===== src/rtl/bus_timer_pkg.sv =====
// Shared definitions for the memory-mapped countdown timer responder:
// register indices, CTRL bit positions and FSM state encoding.
package bus_timer_pkg;

  localparam logic [1:0] REG_CTRL   = 2'd0;
  localparam logic [1:0] REG_LOAD   = 2'd1;
  localparam logic [1:0] REG_COUNT  = 2'd2;
  localparam logic [1:0] REG_STATUS = 2'd3;

  localparam int unsigned CTRL_EN = 0;
  localparam int unsigned CTRL_AR = 1;
  localparam int unsigned CTRL_IE = 2;

  typedef enum logic {
    ST_STOP = 1'b0,
    ST_RUN  = 1'b1
  } timer_state_e;

endpackage


===== src/rtl/timer_prescaler.sv =====
// Free-running divider: while run is high it counts 0..PRESCALE-1 and
// flags a tick on the edge where it holds PRESCALE-1.
module timer_prescaler #(
  parameter int unsigned PRESCALE = 4
) (
  input  logic CLK,
  input  logic Reset,
  input  logic run,
  input  logic clear,
  output logic tick
);

  localparam int unsigned W = (PRESCALE > 1) ? $clog2(PRESCALE) : 1;
  localparam logic [W-1:0] LAST = W'(PRESCALE - 1);

  logic [W-1:0] cnt_q, cnt_d;

  always_comb begin
    cnt_d = cnt_q;
    if (!run || clear) begin
      cnt_d = '0;
    end else if (cnt_q == LAST) begin
      cnt_d = '0;
    end else begin
      cnt_d = cnt_q + 1'b1;
    end
  end

  always_ff @(posedge CLK or negedge Reset) begin
    if (!Reset) begin
      cnt_q <= '0;
    end else begin
      cnt_q <= cnt_d;
    end
  end

  assign tick = run && (cnt_q == LAST);

endmodule


===== src/rtl/bus_timer_responder.sv =====
// Countdown timer on the CPU external data bus: 16-byte register window,
// single-cycle writes, registered reads one CLK later, level IRQ on expiry.
module bus_timer_responder
  import bus_timer_pkg::*;
#(
  parameter logic [31:0] BASE_ADDR = 32'h0000_0400,
  parameter int unsigned PRESCALE  = 4
) (
  input  logic        CLK,
  input  logic        Reset,
  input  logic [31:0] ADDR,
  input  logic [31:0] Data_BUS_WRITE,
  input  logic        CS,
  input  logic        WE,
  output logic [31:0] Data_BUS_READ,
  output logic        IRQ
);

  timer_state_e state_q, state_d;
  logic [2:0]   ctrl_q, ctrl_d;
  logic [31:0]  load_q, load_d;
  logic [31:0]  count_q, count_d;
  logic         exp_q, exp_d;
  logic [31:0]  rdata_q, rdata_d;
  logic         irq_q, irq_d;

  logic       hit, wr, rd;
  logic [1:0] idx;
  logic       tick, psc_clear, expire;
  logic       unused_addr;

  assign unused_addr = ^ADDR[1:0];

  timer_prescaler #(
    .PRESCALE(PRESCALE)
  ) u_prescaler (
    .CLK  (CLK),
    .Reset(Reset),
    .run  (state_q == ST_RUN),
    .clear(psc_clear),
    .tick (tick)
  );

  always_comb begin
    hit       = CS && (ADDR[31:4] == BASE_ADDR[31:4]);
    wr        = hit && WE;
    rd        = hit && !WE;
    idx       = ADDR[3:2];
    state_d   = state_q;
    ctrl_d    = ctrl_q;
    load_d    = load_q;
    count_d   = count_q;
    rdata_d   = rdata_q;
    expire    = 1'b0;
    psc_clear = 1'b0;

    // Hardware counting first; CPU writes below override it on the same edge.
    if (tick && !(wr && idx == REG_COUNT)) begin
      if (count_q != '0) begin
        count_d = count_q - 32'd1;
      end else begin
        expire = 1'b1;
        if (ctrl_q[CTRL_AR]) begin
          count_d = load_q;
        end else begin
          ctrl_d[CTRL_EN] = 1'b0;
          state_d         = ST_STOP;
        end
      end
    end

    if (wr) begin
      case (idx)
        REG_CTRL: begin
          ctrl_d  = Data_BUS_WRITE[2:0];
          state_d = Data_BUS_WRITE[CTRL_EN] ? ST_RUN : ST_STOP;
          if (Data_BUS_WRITE[CTRL_EN] && state_q == ST_STOP) begin
            psc_clear = 1'b1;
          end
        end
        REG_LOAD:  load_d = Data_BUS_WRITE;
        REG_COUNT: begin
          count_d   = Data_BUS_WRITE;
          psc_clear = 1'b1;
        end
        REG_STATUS: ;
      endcase
    end

    // Expiry set beats a simultaneous write-1-to-clear.
    exp_d = (exp_q & ~(wr && idx == REG_STATUS && Data_BUS_WRITE[0])) | expire;
    irq_d = exp_d & ctrl_d[CTRL_IE];

    if (rd) begin
      case (idx)
        REG_CTRL:   rdata_d = {29'd0, ctrl_q};
        REG_LOAD:   rdata_d = load_q;
        REG_COUNT:  rdata_d = count_q;
        REG_STATUS: rdata_d = {31'd0, exp_q};
      endcase
    end
  end

  always_ff @(posedge CLK or negedge Reset) begin
    if (!Reset) begin
      state_q <= ST_STOP;
      ctrl_q  <= '0;
      load_q  <= '0;
      count_q <= '0;
      exp_q   <= 1'b0;
      rdata_q <= '0;
      irq_q   <= 1'b0;
    end else begin
      state_q <= state_d;
      ctrl_q  <= ctrl_d;
      load_q  <= load_d;
      count_q <= count_d;
      exp_q   <= exp_d;
      rdata_q <= rdata_d;
      irq_q   <= irq_d;
    end
  end

  assign Data_BUS_READ = rdata_q;
  assign IRQ           = irq_q;

endmodule


===== config.mk =====
export PLATFORM = sky130hd
export DESIGN_NAME = bus_timer_responder
export DESIGN_NICKNAME = d
export VERILOG_FILES = /design/src/rtl/bus_timer_pkg.sv /design/src/rtl/timer_prescaler.sv /design/src/rtl/bus_timer_responder.sv
export SDC_FILE = /design/constraint.sdc
export NUM_CORES = 1
export LEC_CHECK = 0
export CORE_UTILIZATION = 30
export DETAILED_ROUTE_END_ITERATION = 12
export DONT_BUFFER_PORTS = 1
export HOLD_SLACK_MARGIN = 0.08
export RECOVER_POWER = 100
export SYNTH_ARGS = -nofsm -noshare
export SYNTH_HDL_FRONTEND = slang
export SYNTH_SLANG_ARGS = --single-unit

===== constraint.sdc =====
create_clock -name CLK -period 6.1 [get_ports CLK]
set_input_delay 1.22 -clock CLK [delete_from_list [all_inputs] [get_ports CLK]]
set_output_delay 1.22 -clock CLK [all_outputs]
set_load 0.005 [all_outputs]

== Yosys cells after proc, flatten, opt, wreduce, memory -nomap -nowiden ==
Cells that the tools add are included.
W data, S select, Z words.
Word-level totals
  register bits after elaboration: 104
  bits of input ports: 68
  output and inout bits: 33
  word-level logic and storage cells: 62
Operators by class
  $add $sub $neg: 2
  equality and inequality tests: 5
  mux-type cells: 24
  bitwise operators: 5
  reductions and logical operators: 17
Operators with widths (count)
  $mux W32: 5
  $pmux W32 S4: 1
  $reduce_bool A32 Y1: 1
  $sub A32 B1 Y32 const B: 1
  $eq A28 B7 Y1 const B: 1
  $mux W1: 13
  $logic_and A1 B1 Y1: 9
  $eq A2 B2 Y1 const B: 3
  $mux W3: 2
  $mux W2: 2
  $reduce_and A2 Y1: 2
  $logic_not A1 Y1: 3
  $add A2 B1 Y2 const B: 1
  $and A1 B1 Y1: 2
  $eq A2 B1 Y1 const B: 1
  $logic_not A2 Y1: 1
  $not A1 Y1: 2
  $pmux W1 S2: 1
  $logic_or A1 B1 Y1: 1
  $or A1 B1 Y1: 1

== Longest topological paths before layout ==
Gate-level depths: netlist of run 1.
  depth after elaboration: 10
  gate-level depth with buffers: 9
  gate-level depth less buffers: 8

== Modules after synthesis ==
From an unflattened synthesis of run 1, not the netlist that was laid out.
Unflattened totals
  cell total of the unflattened synthesis: 622
  area, all modules: 5806.8 um2
Modules (own cells, without submodules)
  bus_timer_responder: times used 1, cells each 616, area an instance 5714.2 um2, sequential area each 2552.4 um2
  timer_prescaler: times used 1, cells each 6, area an instance 92.6 um2, sequential area each 50.0 um2

== Least setup slack after synthesis of run 1 ==
OpenSTA, ideal clock, no wires.
  kind: in2reg
  start point: input port ADDR[12]
  end point: register load_q[0]
  library setup time: 0.125 ns
  data arrival time: 2.865 ns
  required time: 5.975 ns
  setup slack: 3.110 ns
  stages on the path: 7
  path buffers: 2
  cells stage by stage: nor4_1 -> nand4_1 -> nor2_1 -> and2_1 -> clkbuf_1 -> buf_1 -> mux2_2
On the way
  cells in the longest elaborated chain, start to end: 4
RTL lines
  from (decl): line bus_timer_responder.sv:11  | input logic [31:0] ADDR,
  $eq A28 B7 Y1: line bus_timer_responder.sv:45  | hit = CS && (ADDR[31:4] == BASE_ADDR[31:4]);
  $logic_and A1 B1 Y1: line bus_timer_responder.sv:45
  $logic_and A1 B1 Y1: line bus_timer_responder.sv:46  | wr = hit && WE;
  $reduce_and A2 Y1 (no source line)
  to (signal assigned): line bus_timer_responder.sv:116  | load_q <= load_d;
  to (decl): line bus_timer_responder.sv:21  | logic [31:0] load_q, load_d;
Every way passes these cells.
A chain may end at the register's enable or synchronous reset.

== Worst setup path in the final report of run 1 ==
  start point: input port ADDR[2]
  end point: register count_q[21]
On the way
  cells in the longest elaborated chain, start to end: 7
RTL lines
  $eq A2 B2 Y1 *: line bus_timer_responder.sv:58, bus_timer_responder.sv:73
  $logic_and A1 B1 Y1: line bus_timer_responder.sv:58  | if (tick && !(wr && idx == REG_COUNT)) begin
  $logic_not A1 Y1: line bus_timer_responder.sv:58
  $logic_and A1 B1 Y1: line bus_timer_responder.sv:58
  $mux W32: line bus_timer_responder.sv:58
  $mux W32: line bus_timer_responder.sv:73  | case (idx)
  $mux W32 *: line bus_timer_responder.sv:72  | if (wr) begin
  via count_d[21]: line bus_timer_responder.sv:22  | logic [31:0] count_q, count_d;
  to (signal assigned): line bus_timer_responder.sv:117  | count_q <= count_d;
  to (decl): line bus_timer_responder.sv:22
Mark *: on every way through the listed nets, which the timed path passes. The rest lies on a longest branch.

==> out/results.ini, run 1 <==
[job]
maxCapViolations = 3

[yosys]
ys_top_cells_by_area = dfrtp_1 45%, mux2_2 6.7%, o21ai_0 4.4%, a22oi_1 4.1%, nand2_1 4.0%
yosysSeqAreaShare_pct = 45.4
synth.distinct_cells = 63
avgSynthCellArea_sq_um = 9.36
synth-seq-cells = 104
synth.largest_area_cell = dfrtp_1
synth_top_area_share_pct = 45.4
synth_edf_count = 0
syn-num-nets = 684
postSynthCellCount = 613
synthArstFlopShare_pct = 100
synthFlopType = dfrtp_1
ys_warn_count = 0
syn_area_sq_mm = 0.00574

[clocking]
cts_root_buffer = clkbuf_16
cts_tree = built
cts_hold_repair.buffers = 0
post_cts_buffers = 0
cts_max_path_buffers = 2
cts.htree.levels = 3
clk_latency_ns = 0.36
clkSlewWorstSetupHoldPaths_ns = 0.07
cts_num_sinks = 104
cts_buffers = 9
post_cts_resized = 0

[die]
die_y_um = 140
core_area_sq_mm = 0.0187
initial_core_util_pct = 30.7
rows = 50
dieWidth_um = 140
die_area_sq_mm = 0.0197
num_io_pins = 101

[power]
p_leak_nw = 2.46
ir_worst_vdd_mv = 0.109
power_density_mw_per_mm2 = 211

[drt]
finalWirelength_um = 16500
drtIter0Drc = 365
wire_per_inst_um = 20.4
firstDrtPassIters = 5
drc = 0
final_antenna_net_count = 0
viasPerCell = 5.83
routed-via-count = 4738

[timing]
setup_viol = 0
period_minus_slack_ns = 4.33
finalHoldViolations = 0
slew_headroom_pct = -99.8
worstMarginPinSlew_ns = 2.99
finalCritPeriodShare_pct = 71.0
slew_viol_final = 131
clock_skew_ns = 0.00474
setup_tns_ns = 0
rsz0062_at_grt = false
fmax_mhz = 231

[grt]
gr-usage-met2_pct = 27.3
grt_pass1_vias = 4739
grtUsageMet3_pct = 5.37
grt_max_degree = 105
antenna_found_initial = 0
grt_overflow = 0
busiest_layer = met2
use_met1_pct = 22.1
grt_pass1_wl_um = 26200
gr-usage-all-layers_pct = 17.3

[placement]
place.gp.congestion = 0.829
placed_cells_incl_taps = 798
dpl.hpwl_um = 10700
port-buffer-count = 0

[layout]
antenna_cells = 0
nets = 646
area_growth_pct = 6.89
fin_cells = 813
drive_gt1_share_pct = 10.5

[worst_setup_path]
path_max_fanout = 34
arrival_ns = 4.57
cp-start-kind = input port
crit_required_ns = 6.34
r2r_slack_ns = 2.55
critPathKind = input port to flop
worstSetupEndpointType = flop

[run_status]
outcome = complete, but fails checks
violations = max-capacitance violations, max-slew violations

[min_path]
hold_class = flop to flop

==> cell type report <==
| class | instances | area, sq um |
|---|---|---|
| Fill cell | 1922 | 12600 |
| Multi-Input combinational cell | 448 | 2890 |
| Sequential cell | 104 | 2600 |
| Tap cell | 234 | 293 |
| Clock buffer | 10 | 229 |
| Clock inverter | 5 | 58.8 |
| Timing Repair Buffer | 6 | 41.3 |
| Inverter | 6 | 22.5 |
==> sequential cells by signal (all words and copies together) (netlist names) <==
register           flops
IRQ                    1
ctrl_q                 3
state_q                1
load_q                32
exp_q                  1
count_q               32
Data_BUS_READ         32
u_prescaler.cnt_q      2
==> logic make-up after synthesis <==
kind of cell,Yosys count,synth area share (%)
adders and majority gates,3,0.654
DFF,104,45.4
and+or+nand+nor,208,19.6
xor gates and xnor gates,2,0.305
AOI/OAI and AO/OA,189,20.7
buffers and inverters,61,4.38
muxes,46,8.98
==> metrics by stage <==
stage | hold slack (ns) | cell area [sq um] | total power, mW | setup slack [ns] | utilization, %
after floorplan | 0.412 | 5740 | 0.719 | 3.11 | -
after global placement | 0.422 | 5860 | 0.723 | 2.71 | 31.3
after detailed placement | 0.434 | 5860 | 0.723 | 2.60 | 31.3
after CTS | 0.444 | 6140 | 1.31 | 2.57 | 32.8
after global routing | 0.462 | 6130 | 1.34 | 1.47 | 32.8
final | 0.446 | 6130 | 1.29 | 1.77 | 32.8
==> worst paths after layout <==
kind	end	start	depth (start not counted)
max reg2reg	count_q[19]$_DFF_PN0_	count_q[13]$_DFF_PN0_	6
min reg2reg	u_prescaler.cnt_q[0]$_DFF_PN0_	u_prescaler.cnt_q[0]$_DFF_PN0_	1
min in group asynchronous	Data_BUS_READ[9]$_DFFE_PN0P_	Reset	0
max	count_q[21]$_DFF_PN0_	ADDR[2]	6
min	u_prescaler.cnt_q[0]$_DFF_PN0_	u_prescaler.cnt_q[0]$_DFF_PN0_	1
max in group asynchronous	Data_BUS_READ[0]$_DFFE_PN0P_	Reset	0
==> placed cells by master (no fill, tap or decap), drive strengths merged, types with 5 or more instances in the layout <==
cell type,Yosys,layout
dfrtp,104,104
nand2,61,61
o21ai,61,61
a21oi,43,43
mux2,34,34
a22oi,31,31
nor2,30,30
nor4,25,25
nor3,19,19
and3,15,15
nand4,12,12
nand3,11,11
mux2i,11,11
clkbuf,46,11
a31oi,8,8
inv,6,6
o211ai,6,6
and4,5,5
a211o,5,5
buf,9,5
or4,5,5
==> synth_stat cells (all sizes together), types with 2 or more instances <==
library cell and count:
a211o 5, a211oi 4, a21o 3, a21oi 43, a22o 4, a22oi 31
a311oi 4, a31oi 8, a32oi 3, and2 4, and3 15, and4 5
buf 9, clkbuf 46, dfrtp 104, ha 3, inv 6, mux2 34
mux2i 11, nand2 61, nand2b 2, nand3 11, nand4 12, nor2 30
nor2b 2, nor3 19, nor3b 4, nor4 25, nor4b 4, o2111ai 2
o211ai 6, o21a 2, o21ai 61, o221ai 2, o31ai 3, or3 3
or3b 2, or4 5, xor2 2
==> worst max-delay path, cell delays in order <==
cell	delay (ns)
nor2b_1	2.18
and4_1	0.46
buf_4	0.39
a311oi_1	0.09
o21ai_0	0.09
o21ai_0	0.12
==> power by group <==
part / switching, mW / leakage (nW) / internal [mW]
combinational: 0.0121 / 0.969 / 0.00806
sequential: 0.0000108 / 1.35 / 0.689
clock: 0.269 / 0.135 / 0.316
==> per-layer routing <==
layer,share of wire (%),vias to the layer above
li1,-,2222
met1,44,2292
met2,45,199
met3,8.8,25
met4,1.9,0
met5,0,-
(Power assumes the default switching activity.)
==> inputs of run 2 (changes only) <==
==> constraint.sdc (replaced) <==
create_clock -name CLK -period 4.3 [get_ports CLK]
set_input_delay 0.86 -clock CLK [delete_from_list [all_inputs] [get_ports CLK]]
set_output_delay 0.86 -clock CLK [all_outputs]
set_load 0.005 [all_outputs]
==> out/results.ini, run 2 (synthesis gave the netlist of run 1 again) <==
[power]
ir_worst_vdd_mv = 0.156  ; was 0.109 mV
total_power_mw = 1.85  ; was 1.29 mW
p_leak_nw = 2.49  ; was 2.46 nW
power_density_mw_per_mm2 = 299  ; was 211 mW/mm^2

[worst_setup_path]
arrival_ns = 3.86  ; was 4.57 ns
path_max_fanout = 32  ; was 34
crit_required_ns = 4.54  ; was 6.34 ns
r2r_slack_ns = 1.01  ; was 2.55 ns
critPathMaxStageDelay_ns = 1.53  ; was 2.18 ns
r2r_start = count_q[16]$_DFF_PN0_  ; was count_q[13]$_DFF_PN0_
worstSetupEndpointType = flop  ; unchanged
timing.rr.end = count_q[3]$_DFF_PN0_  ; was count_q[19]$_DFF_PN0_
ff2ff_path_depth = 6  ; unchanged
critPathKind = input port to flop  ; unchanged
cp-start-kind = input port  ; unchanged
crit_slowest_cell = clkbuf_1  ; was nor2b_1
crit_chain = nor4_1 -> nand4_1 -> nor2_1 -> and2_0 -> clkbuf_1 -> mux2_2  ; was nor2b_1 -> and4_1 -> buf_4 -> a311oi_1 -> o21ai_0 -> o21ai_0

[layout]
area_growth_pct = 7.63  ; was 6.89%
nets = 652  ; was 646
fillCellCount = 1896  ; was 1922
final_common_cell = dfrtp_1  ; unchanged
utilization_pct = 33.0  ; was 32.8%
antenna_cells = 0  ; unchanged
drive_gt1_share_pct = 11.1  ; was 10.5%
final_cell_mix = 104 x dfrtp_1, 61 x nand2_1, 60 x o21ai_0  ; was 104 x dfrtp_1, 61 x nand2_1, 58 x o21ai_0

[clocking]
clkSlewWorstSetupHoldPaths_ns = 0.07  ; about the same
clk_latency_ns = 0.36  ; about the same
post_cts_buffers = 0  ; unchanged
cts_num_sinks = 104  ; unchanged
cts_hold_repair.buffers = 0  ; unchanged
cts_buffers = 9  ; unchanged
post_cts_resized = 0  ; unchanged
cts_root_buffer = clkbuf_16  ; unchanged
cts_tree = built  ; unchanged
cts_max_path_buffers = 2  ; unchanged
cts.htree.levels = 3  ; unchanged

[run_status]
violations = max-capacitance violations, max-slew violations  ; unchanged
outcome = complete, but fails checks  ; unchanged

[timing]
finalCritPeriodShare_pct = 84.1
setup_viol = 0  ; unchanged
holdWs_ns = 0.199  ; was 0.446 ns
clock_skew_ns = 0.0115  ; was 0.00474 ns
period_minus_slack_ns = 3.62
setup_ws_ns = 0.685  ; was 1.77 ns
fmax_mhz = 277
finalHoldViolations = 0  ; unchanged
setup_tns_ns = 0  ; unchanged
worstMarginPinSlew_ns = 2.15  ; was 2.99 ns
slew_viol_final = 130  ; was 131
rsz0062_at_grt = false  ; unchanged
slew_headroom_pct = -43.2  ; was -99.8%

[die]
die_y_um = 140  ; unchanged
rows = 50  ; unchanged
num_io_pins = 101  ; unchanged
die_area_sq_mm = 0.0197  ; unchanged
dieWidth_um = 140  ; unchanged
initial_core_util_pct = 30.7  ; unchanged
core_area_sq_mm = 0.0187  ; unchanged

[grt]
grt_max_degree = 105  ; unchanged
gr-usage-all-layers_pct = 17.1  ; was 17.3%
antenna_found_initial = 0  ; unchanged
grt_pass1_wl_um = 26000  ; was 26200 um
grt_pass1_vias = 4674  ; was 4739
grt_overflow = 0  ; unchanged

[drt]
final_antenna_net_count = 0  ; unchanged
finalWirelength_um = 16400  ; was 16500 um
firstDrtPassIters = 4  ; was 5
drc = 0  ; unchanged
drtIter0Drc = 433  ; was 365
routed-via-count = 4757  ; was 4738
wire_per_inst_um = 19.9  ; was 20.4 um
viasPerCell = 5.80  ; was 5.83

[job]
maxCapViolations = 3  ; unchanged

[placement]
dpl.hpwl_um = 10800  ; was 10700 um
place.gp.congestion = 0.853  ; was 0.829
pre_cts_ws_ns = 1.06  ; was 2.60 ns
port-buffer-count = 0  ; unchanged

[min_path]
hold_class = input port to asynchronous set/reset pin  ; was flop to flop

## run 2: cell types whose count changed in the layout (fill, tap and decap cells not counted), sizes merged
cell,change
buf,+4
clkbuf,+4
clkinv,-1
clkinvlp,-1
inv,+1
## run 2: per-stage QoR
step,instances,cell area [sq um]
floorplan,613,5740
global placement,804,5900
detailed placement,804,5900
CTS,820,6190
global route,820,6180
finish,820,6180
## run 2: critical path: cells and delay by family
kind          cells  cell delay (ns)
buf+inv           1             1.53
mux               1             0.46
simple gates      4             1.00
## run 2: metal layers
layer  track usage, %  wire length, um  share of wire [%]  up-vias
met3             4.14             1230                7.5       19
met1             22.2             7160                 44     2327
met4             6.94              296                1.8        0
met5                0                0                  0        -
met2             27.2             7670                 47      167
li1                 -                -                  -     2244
## run 2: layout make-up
type / count / area, sq um / area share (%)
Clock buffer: 12 / 246 / 3.99
Timing Repair Buffer: 12 / 78.8 / 1.28
Inverter: 6 / 22.5 / 0.365
Multi-Input combinational cell: 448 / 2880 / 46.7
Tap cell: 234 / 293 / 4.74
Sequential cell: 104 / 2600 / 42.1
Clock inverter: 4 / 51.3 / 0.831
## run 2: how the worst max path moves through the flow
stage	from	end	slack (ns)	cells past startpoint
3_5_place_dp	count_q[16]$_DFF_PN0_	count_q[3]$_DFF_PN0_	1.06	6
5_1_grt	ADDR[26]	load_q[23]$_DFFE_PN0P_	0.44	6
4_1_cts	count_q[16]$_DFF_PN0_	count_q[3]$_DFF_PN0_	1.04	6
2_1_floorplan	ADDR[12]	load_q[0]$_DFFE_PN0P_	1.67	7
3_3_place_gp	count_q[16]$_DFF_PN0_	count_q[3]$_DFF_PN0_	1.12	6
6_report	ADDR[14]	load_q[23]$_DFFE_PN0P_	0.68	6
## run 2: power by group
part	switching [mW]	internal (mW)	total, mW
combinational	0.0172	0.0114	0.0286
sequential	0.0000153	0.978	0.978
clock	0.370	0.469	0.839
total	0.387	1.46	1.85
